===== config.mk =====
export PLATFORM = sky130hd
export DESIGN_NAME = alu_multicycle_flat
export DESIGN_NICKNAME = d
export VERILOG_FILES = /design/src/rtl/alu_multicycle_if.sv /design/src/rtl/alu_multicycle.sv /design/src/flat_wrapper.sv
export SDC_FILE = /design/constraint.sdc
export NUM_CORES = 2
export LEC_CHECK = 0
export BUFFER_PORTS_ARGS = -buffer_cell sky130_fd_sc_hd__buf_2
export CAP_MARGIN = 10
export CORE_ASPECT_RATIO = 1.75
export CORE_UTILIZATION = 59
export DETAILED_ROUTE_END_ITERATION = 16
export GPL_TIMING_DRIVEN = 0
export HOLD_SLACK_MARGIN = 0.05
export PLACE_DENSITY = 0.77
export SLEW_MARGIN = 20
export SYNTH_ARGS = -nofsm -noshare
export SYNTH_HDL_FRONTEND = slang
export SYNTH_SLANG_ARGS = --single-unit
export TNS_END_PERCENT = 50

===== constraint.sdc =====
create_clock -name clock -period 11.4 [get_ports clock]
set_input_delay 2.85 -clock clock [delete_from_list [all_inputs] [get_ports clock]]
set_output_delay 2.85 -clock clock [all_outputs]
set_load 0.005 [all_outputs]

===== src/rtl/alu_multicycle_if.sv =====
// alu_multicycle_if: operand/handshake bus between the execute stage and the ALU.
interface alu_multicycle_if #(
  parameter int unsigned WIDTH = 32,
  parameter int unsigned SHW   = 5
);
  logic             in_valid;
  logic             in_ready;
  logic [WIDTH-1:0] data_operandA;
  logic [WIDTH-1:0] data_operandB;
  logic [4:0]       ctrl_ALUopcode;
  logic [SHW-1:0]   ctrl_shiftamt;
  logic             out_valid;
  logic             out_ready;
  logic [WIDTH-1:0] data_result;
  logic             isNotEqual;
  logic             isLessThan;
  logic             overflow;
  logic             div_by_zero;
  logic             busy;

  // Producer/consumer side (execute stage)
  modport master (
    output in_valid, data_operandA, data_operandB, ctrl_ALUopcode, ctrl_shiftamt, out_ready,
    input  in_ready, out_valid, data_result, isNotEqual, isLessThan, overflow, div_by_zero, busy
  );

  // ALU side
  modport slave (
    input  in_valid, data_operandA, data_operandB, ctrl_ALUopcode, ctrl_shiftamt, out_ready,
    output in_ready, out_valid, data_result, isNotEqual, isLessThan, overflow, div_by_zero, busy
  );
endinterface


===== src/rtl/alu_multicycle.sv =====
// alu_multicycle: registered execute-stage ALU; single-cycle ops plus iterative signed
// MUL (shift-add) and DIV (restoring) over magnitudes, with a one-entry result buffer.
module alu_multicycle #(
  parameter int unsigned WIDTH = 32,
  parameter int unsigned SHW   = 5
) (
  input logic             clock,
  input logic             reset,
  alu_multicycle_if.slave bus
);
  localparam int unsigned DW = 2 * WIDTH;

  localparam logic [4:0] OP_ADD = 5'b00000;
  localparam logic [4:0] OP_SUB = 5'b00001;
  localparam logic [4:0] OP_AND = 5'b00010;
  localparam logic [4:0] OP_OR  = 5'b00011;
  localparam logic [4:0] OP_SLL = 5'b00100;
  localparam logic [4:0] OP_SRA = 5'b00101;
  localparam logic [4:0] OP_MUL = 5'b00110;
  localparam logic [4:0] OP_DIV = 5'b00111;

  localparam logic [WIDTH-1:0] MOST_NEG  = {1'b1, {(WIDTH-1){1'b0}}};
  localparam logic [SHW-1:0]   LAST_ITER = SHW'(WIDTH - 1);

  typedef enum logic {
    IDLE = 1'b0,
    BUSY = 1'b1
  } state_t;

  state_t           state;
  logic [SHW-1:0]   count;
  logic             is_div;
  logic             neg;
  logic             div_ovf;
  logic             pend_ne;
  logic             pend_lt;

  // MUL datapath: shifted multiplicand, accumulator; mplr doubles as DIV dividend/quotient
  logic [DW-1:0]    mcand;
  logic [DW-1:0]    acc;
  logic [WIDTH-1:0] mplr;
  logic [WIDTH-1:0] divisor;
  logic [WIDTH-1:0] rem;

  // Result buffer
  logic             valid_q;
  logic [WIDTH-1:0] result_q;
  logic             ne_q;
  logic             lt_q;
  logic             ovf_q;
  logic             dbz_q;

  logic [WIDTH-1:0] a;
  logic [WIDTH-1:0] b;
  logic [WIDTH-1:0] sum;
  logic [WIDTH-1:0] diff;
  logic [WIDTH-1:0] mag_a;
  logic [WIDTH-1:0] mag_b;
  logic             ne_in;
  logic             lt_in;
  logic             in_ready;
  logic             accept;

  logic [WIDTH-1:0] sc_result;
  logic             sc_ovf;
  logic             sc_dbz;
  logic             start_mul;
  logic             start_div;

  logic [DW-1:0]    acc_step;
  logic [WIDTH:0]   rem_shift;
  logic [WIDTH:0]   rem_trial;
  logic             quo_bit;
  logic [WIDTH-1:0] rem_step;
  logic [WIDTH-1:0] quo_step;
  logic [DW-1:0]    prod;
  logic [WIDTH:0]   prod_hi;
  logic             mul_ovf;
  logic [WIDTH-1:0] quo_signed;

  assign a        = bus.data_operandA;
  assign b        = bus.data_operandB;
  assign sum      = a + b;
  assign diff     = a - b;
  assign mag_a    = a[WIDTH-1] ? -a : a;
  assign mag_b    = b[WIDTH-1] ? -b : b;
  assign ne_in    = (a != b);
  assign lt_in    = ($signed(a) < $signed(b));
  assign in_ready = (state == IDLE) && (!valid_q || bus.out_ready);
  assign accept   = bus.in_valid && in_ready;

  assign bus.in_ready    = in_ready;
  assign bus.out_valid   = valid_q;
  assign bus.data_result = result_q;
  assign bus.isNotEqual  = ne_q;
  assign bus.isLessThan  = lt_q;
  assign bus.overflow    = ovf_q;
  assign bus.div_by_zero = dbz_q;
  assign bus.busy        = (state == BUSY);

  // Opcode decode: single-cycle results and multi-cycle launch requests
  always_comb begin
    sc_result = '0;
    sc_ovf    = 1'b0;
    sc_dbz    = 1'b0;
    start_mul = 1'b0;
    start_div = 1'b0;
    case (bus.ctrl_ALUopcode)
      OP_ADD: begin
        sc_result = sum;
        sc_ovf    = (a[WIDTH-1] == b[WIDTH-1]) && (sum[WIDTH-1] != a[WIDTH-1]);
      end
      OP_SUB: begin
        sc_result = diff;
        sc_ovf    = (a[WIDTH-1] != b[WIDTH-1]) && (diff[WIDTH-1] != a[WIDTH-1]);
      end
      OP_AND:  sc_result = a & b;
      OP_OR:   sc_result = a | b;
      OP_SLL:  sc_result = a << bus.ctrl_shiftamt;
      OP_SRA:  sc_result = WIDTH'($signed(a) >>> bus.ctrl_shiftamt);
      OP_MUL:  start_mul = 1'b1;
      OP_DIV: begin
        if (b == '0) sc_dbz = 1'b1;
        else         start_div = 1'b1;
      end
      default: sc_result = '0;
    endcase
  end

  // One iteration step of each algorithm plus final sign correction
  always_comb begin
    acc_step   = mplr[0] ? (acc + mcand) : acc;
    rem_shift  = {rem, mplr[WIDTH-1]};
    rem_trial  = rem_shift - {1'b0, divisor};
    quo_bit    = ~rem_trial[WIDTH];
    rem_step   = quo_bit ? rem_trial[WIDTH-1:0] : rem_shift[WIDTH-1:0];
    quo_step   = {mplr[WIDTH-2:0], quo_bit};
    prod       = neg ? -acc_step : acc_step;
    prod_hi    = prod[DW-1:WIDTH-1];
    mul_ovf    = ~((&prod_hi) | ~(|prod_hi));
    quo_signed = neg ? -quo_step : quo_step;
  end

  // Control FSM, iteration datapath and result buffer
  always_ff @(posedge clock) begin
    if (reset) begin
      state    <= IDLE;
      count    <= '0;
      is_div   <= 1'b0;
      neg      <= 1'b0;
      div_ovf  <= 1'b0;
      pend_ne  <= 1'b0;
      pend_lt  <= 1'b0;
      mcand    <= '0;
      acc      <= '0;
      mplr     <= '0;
      divisor  <= '0;
      rem      <= '0;
      valid_q  <= 1'b0;
      result_q <= '0;
      ne_q     <= 1'b0;
      lt_q     <= 1'b0;
      ovf_q    <= 1'b0;
      dbz_q    <= 1'b0;
    end else begin
      // Consumer drains the buffer; a same-edge load below takes priority
      if (bus.out_ready) valid_q <= 1'b0;

      if (state == IDLE) begin
        if (accept) begin
          pend_ne <= ne_in;
          pend_lt <= lt_in;
          neg     <= a[WIDTH-1] ^ b[WIDTH-1];
          is_div  <= start_div;
          div_ovf <= (a == MOST_NEG) && (b == '1);
          count   <= '0;
          if (start_mul) begin
            state <= BUSY;
            mcand <= DW'(mag_a);
            acc   <= '0;
            mplr  <= mag_b;
          end else if (start_div) begin
            state   <= BUSY;
            mplr    <= mag_a;
            divisor <= mag_b;
            rem     <= '0;
          end else begin
            valid_q  <= 1'b1;
            result_q <= sc_result;
            ne_q     <= ne_in;
            lt_q     <= lt_in;
            ovf_q    <= sc_ovf;
            dbz_q    <= sc_dbz;
          end
        end
      end else begin
        count <= count + SHW'(1);
        if (is_div) begin
          mplr <= quo_step;
          rem  <= rem_step;
        end else begin
          acc   <= acc_step;
          mcand <= mcand << 1;
          mplr  <= mplr >> 1;
        end
        // Last iteration folds into the buffer load; in_ready guaranteed the buffer is free
        if (count == LAST_ITER) begin
          state    <= IDLE;
          valid_q  <= 1'b1;
          result_q <= is_div ? quo_signed : prod[WIDTH-1:0];
          ne_q     <= pend_ne;
          lt_q     <= pend_lt;
          ovf_q    <= is_div ? div_ovf : mul_ovf;
          dbz_q    <= 1'b0;
        end
      end
    end
  end
endmodule

===== src/flat_wrapper.sv =====
// flat-port wrapper written by rule: the top's interface ports become plain ports
module alu_multicycle_flat 
#(
  parameter int unsigned WIDTH = 32,
  parameter int unsigned SHW   = 5
)
  (clock, reset, bus_in_valid, bus_data_operandA, bus_data_operandB, bus_ctrl_ALUopcode, bus_ctrl_shiftamt, bus_out_ready, bus_in_ready, bus_out_valid, bus_data_result, bus_isNotEqual, bus_isLessThan, bus_overflow, bus_div_by_zero, bus_busy);
  alu_multicycle_if #(.WIDTH(WIDTH), .SHW(SHW)) bus_i ();
  input logic clock;
  input logic reset;
  input wire logic [$bits(bus_i.in_valid)-1:0] bus_in_valid;
  input wire logic [$bits(bus_i.data_operandA)-1:0] bus_data_operandA;
  input wire logic [$bits(bus_i.data_operandB)-1:0] bus_data_operandB;
  input wire logic [$bits(bus_i.ctrl_ALUopcode)-1:0] bus_ctrl_ALUopcode;
  input wire logic [$bits(bus_i.ctrl_shiftamt)-1:0] bus_ctrl_shiftamt;
  input wire logic [$bits(bus_i.out_ready)-1:0] bus_out_ready;
  output wire logic [$bits(bus_i.in_ready)-1:0] bus_in_ready;
  output wire logic [$bits(bus_i.out_valid)-1:0] bus_out_valid;
  output wire logic [$bits(bus_i.data_result)-1:0] bus_data_result;
  output wire logic [$bits(bus_i.isNotEqual)-1:0] bus_isNotEqual;
  output wire logic [$bits(bus_i.isLessThan)-1:0] bus_isLessThan;
  output wire logic [$bits(bus_i.overflow)-1:0] bus_overflow;
  output wire logic [$bits(bus_i.div_by_zero)-1:0] bus_div_by_zero;
  output wire logic [$bits(bus_i.busy)-1:0] bus_busy;
  assign bus_i.in_valid = bus_in_valid;
  assign bus_i.data_operandA = bus_data_operandA;
  assign bus_i.data_operandB = bus_data_operandB;
  assign bus_i.ctrl_ALUopcode = bus_ctrl_ALUopcode;
  assign bus_i.ctrl_shiftamt = bus_ctrl_shiftamt;
  assign bus_i.out_ready = bus_out_ready;
  assign bus_in_ready = bus_i.in_ready;
  assign bus_out_valid = bus_i.out_valid;
  assign bus_data_result = bus_i.data_result;
  assign bus_isNotEqual = bus_i.isNotEqual;
  assign bus_isLessThan = bus_i.isLessThan;
  assign bus_overflow = bus_i.overflow;
  assign bus_div_by_zero = bus_i.div_by_zero;
  assign bus_busy = bus_i.busy;
  alu_multicycle #(.WIDTH(WIDTH), .SHW(SHW)) u_core (.clock(clock), .reset(reset), .bus(bus_i));
endmodule

==> impl_metrics.ini, run 1 <==
[run_status]
run_status = aborted with a tool error
outcome.stop_stage = global routing (5_1_grt)
error = [ERROR GRT-0116] Global routing finished with congestion. Check the congestion regions in the DRC Viewer.

[global_routing]
first_global_vias = 42463
grt_first_pass_wirelength_um = 321000
grt_usage = 0.814
gr-total-overflow = 1767
grt_max_degree = 16

[floorplan]
rows = 108
die_width_um = 172
initial_utilization = 0.600
fp.dieH_um = 299
floorplan.io_pins = 117

[clocking]
cts_repair_resize_count = 0
cts.root.buffer_cell = clkbuf_16
cts_hold_buffers = 0
h-tree-depth = 1
cts_sinks = 272
cts.repair_timing.setup_buffer_count = 0
cts_buf_count = 25
clock_tree.buffer_depth = 3

[yosys]
postSynthAreaPerCell_sq_um = 7.18
synth.top_cells.by_area = dfxtp_1, ha_1, nor2_1, a21oi_1, mux2i_1
post_synth_instance_area_sq_um = 29800
most_frequent_cell_after_synthesis = nor2_1
synthCells = 4153
synthesized_nets = 4433
synth-async-reset-ratio = 0
synth.distinct_cells = 113
synthDominantCellAreaShare = 0.183
yosys_reg_bits = 272
synth_enable_flop_cells = 0
synth_top_area_cell = dfxtp_1
yosys-top-cells-count = nor2_1, a21oi_1, nand2_1
synth_flop_cell = dfxtp_1
yosysWarnings = 0
synth_seq_area_share = 0.183

[placement]
place.gp.congestion = 1.22
dp_worst_setup_slack_ns = 1.01
port_buffers = 113
place.detailed.hpwl_um = 134000
placed_area_sq_um = 31200
[routing by layer]
metal | GRT usage | overflow
met1 | 0.762 | 21
met2 | 1.06 | 1217
met3 | 0.597 | 24
met4 | 0.908 | 504
met5 | 0.135 | 1
[through the flow]
step / utilization / hold WS [ns] / std cells
after floorplan: - / 0.436 / 4153
after global placement: 0.628 / 0.446 / 4926
after detailed placement: 0.628 / 0.462 / 4928
after CTS: 0.646 / 0.471 / 4974
[cell families after synthesis]
| kind of cell | synth area share |
|---|---|
| and+or+nand+nor | 0.223 |
| muxes | 0.0944 |
| DFF | 0.183 |
| buffers and inverters | 0.0607 |
| adders and majority gates | 0.0858 |
| xor gates and xnor gates | 0.0529 |
| AOI/OAI and AO/OA | 0.300 |
==> run 2: changes to the inputs <==
- CORE_ASPECT_RATIO: 1.75 -> not set
- CORE_UTILIZATION: 59 -> 40
- HOLD_SLACK_MARGIN: 0.05 -> not set
- PLACE_DENSITY: 0.77 -> not set
- PLACE_DENSITY_LB_ADDON: not set -> 0.15
==> impl_metrics.ini, run 2 <==
[job]
maxCapViolations = 0

[hold_path]
whs_endpoint = u_core.bus.isLessThan$_SDFFE_PP0P_
hold_path_startpoint = u_core.bus.isLessThan$_SDFFE_PP0P_
hold_path_class = flop to flop
worst_hold_path.num_cells = 2

[finish]
reg.largest.list = u_core.acc: 64 flops, u_core.mcand: 64 flops
commonest_non_fill_non_tap_cell_in_the_layout = nor2_1
layout.cells.most_common_list = nor2_1, a21oi_1, nand2_1
fin_nets = 4586
area_growth_pct = 10.2
layout-drive-gt1-share = 0.0748
n_fill_cell = 7828

[timing]
finalWorstSetupSlack_ns = 1.63
rsz0062_at_grt = false
setup_violations = 0
layout_min_cycle_time_ns = 9.77
total_negative_slack_for_setup_checks_ns = 0
hold_viol = 0
fmax_mhz = 102
fin_crit_sh = 0.857
tightest_slew_ns = 1.28
fin_skew_ns = 0.0180
slew-limit-headroom = 0.133
slew_viol_final = 0

[routing]
via_per_instance_ratio = 6.58
via_count = 34798
post_drt_wl_per_cell_um = 30.4
ant_nets = 0
firstDrtPassIters = 8
drc_errors = 0
routed_wl_um = 161000
dr.first_iter.drc_count = 4137

[critical_path]
crit_path_frequent_cell = clkbuf_1
critical_path.cell_chain = clkbuf_1, clkbuf_1, buf_1, clkbuf_1, buf_1, clkbuf_1, clkbuf_1, mux2_2, inv_1, ha_1, nand2_1, or4b_2, nor3_1, nand3_1, nand4bb_1, nor4_1, xor2_1, o31a_1, nor4_1, nand4_1, or4_1, or4_1, a31o_1
cp-start-kind = flop
timing_worst_setup_path_type = flop to flop
source_of_the_critical_timing_path = u_core.mplr[0]$_SDFFE_PP0P_
rr_endpoint = u_core.bus.overflow$_SDFFE_PP0P_
timing.critical_path.slowest_stage_cell = nor4_1
worst-r2r-cell-count = 23
worst_path_maximum_fanout = 10
critical_path.reg2reg.startpoint = u_core.mplr[0]$_SDFFE_PP0P_
slowest_delay_ns = 0.81
endpoint_kind = flop
worst-r2r-setup-slack_ns = 1.63
critPathRequiredTime_ns = 11.84
critical_path_arrival_ns = 10.21

[floorplan]
floorplan.io_pins = 117
rows = 99
initial_utilization = 0.407
die_area_sq_um = 75600
fp.dieH_um = 275
coreArea_sq_um = 73300
die_width_um = 275

[clocking]
cts_hold_buffers = 0
clk_pin_slew_worst_paths_ns = 0.07
cts.repair_timing.setup_buffer_count = 0
cts_buf_count = 34
clock_tree.buffer_depth = 3
cts_tree = built
clk_latency_worst_skew_pair_ns = 0.56
cts.root.buffer_cell = clkbuf_16
cts_repair_resize_count = 0
h-tree-depth = 2
cts_sinks = 272

[global_routing]
grt_usage = 0.410
grt_max_degree = 13
grt_first_pass_wirelength_um = 226000
first_global_vias = 31963
antenna_found_initial = 3
gr-total-overflow = 0

[yosys]
synthesized_nets = 4433
synth_enable_flop_cells = 0
synth_top_area_cell = dfxtp_1
synthCells = 4153
synth.distinct_cells = 113
yosysWarnings = 0
synth_seq_area_share = 0.183
post_synth_instance_area_sq_um = 29800
postSynthAreaPerCell_sq_um = 7.18
yosys-top-cells-count = nor2_1, a21oi_1, nand2_1
synth-async-reset-ratio = 0
synth.top_cells.by_area = dfxtp_1, ha_1, nor2_1, a21oi_1, mux2i_1
most_frequent_cell_after_synthesis = nor2_1
synthDominantCellAreaShare = 0.183
yosys_reg_bits = 272
synth_flop_cell = dfxtp_1

[run_status]
run_status = completed

[placement]
place.gp.congestion = 1.13
dp_worst_setup_slack_ns = 1.98
place.detailed.hpwl_um = 127000
port_buffers = 113

[pwr]
ir_worst_vdd_mv = 0.0840
total_leakage_power_nw = 12.6
power.density_nw_per_um2 = 99.0
[run 2: cell counts after synthesis]
No cell type changed its count.
[run 2: cell families (layout without fill, tap and decap cells)]
| kind of cell | after synthesis | in the layout | synth area share |
|---|---|---|---|
| AO/OA/AOI/OAI | 1370 | 1370 | 0.300 |
| adder cells (fa/ha/maj) | 202 | 202 | 0.0858 |
| other | 0 | 3 | 0 |
| multiplexers | 239 | 239 | 0.0944 |
| flip-flops | 272 | 272 | 0.183 |
| buffers and inverters | 475 | 652 | 0.0607 |
| XOR/XNOR | 180 | 180 | 0.0529 |
| AND/OR/NAND/NOR | 1415 | 1415 | 0.223 |
[run 2: metal layers]
| metal | GRT usage | vias to the layer above | routed length, um |
|---|---|---|---|
| met5 | 0 | - | 23 |
| met4 | 0.316 | 4 | 14900 |
| met3 | 0.103 | 601 | 15600 |
| met2 | 0.642 | 2113 | 69600 |
| met1 | 0.479 | 16484 | 60700 |
| li1 | - | 15596 | - |
[run 2: report_power, final]
part	internal, mW	total [mW]	switching [mW]
logic	0.310	1.06	0.745
clock network	0.718	1.20	0.483
registers	0.969	0.996	0.0274
total	2.00	3.25	1.25
[run 2: stage by stage]
stage	util	power [mW]	area, sq um	std cells	hold slack (ns)
after CTS	0.447	3.19	32800	5286	0.453
final	0.448	3.25	32800	5292	0.450
after global placement	0.431	2.01	31600	5225	0.439
after detailed placement	0.431	2.00	31600	5226	0.444
after floorplan	-	1.59	29800	4153	0.436
after global routing	0.448	3.31	32800	5289	0.485
[run 2: how the worst max path moves through the flow]
stage,endpoint,slack [ns]
2_1_floorplan,u_core.bus.overflow$_SDFFE_PP0P_,4.89
3_3_place_gp,u_core.bus.overflow$_SDFFE_PP0P_,1.97
3_5_place_dp,u_core.bus.overflow$_SDFFE_PP0P_,1.98
4_1_cts,u_core.bus.overflow$_SDFFE_PP0P_,1.92
5_1_grt,u_core.bus.overflow$_SDFFE_PP0P_,1.40
6_report,u_core.bus.overflow$_SDFFE_PP0P_,1.63
[run 2: layout make-up]
cell class	count	area, sq um	share of cell area
multi-input combinational	3406	22600	0.688
sequential	272	5450	0.166
tap	959	1200	0.0365
buffer	307	1180	0.0359
clock buffer	49	988	0.0301
inverter	168	631	0.0192
timing repair buffer	117	593	0.0181
clock inverter	11	193	0.00587
antenna	3	7.51	0.000229
[run 2: critical path: cells and delay by family, from the launching register on]
kind | cells | cell delay (ns)
AO/OA/AOI/OAI | 2 | 0.50
XOR/XNOR | 1 | 0.13
adder cells (fa/ha/maj) | 1 | 0.22
buffers and inverters | 8 | 4.27
flip-flops | 1 | 0.49
multiplexers | 1 | 0.47
AND/OR/NAND/NOR | 10 | 3.54
No activity file was read; power rests on OpenSTA's default activity.
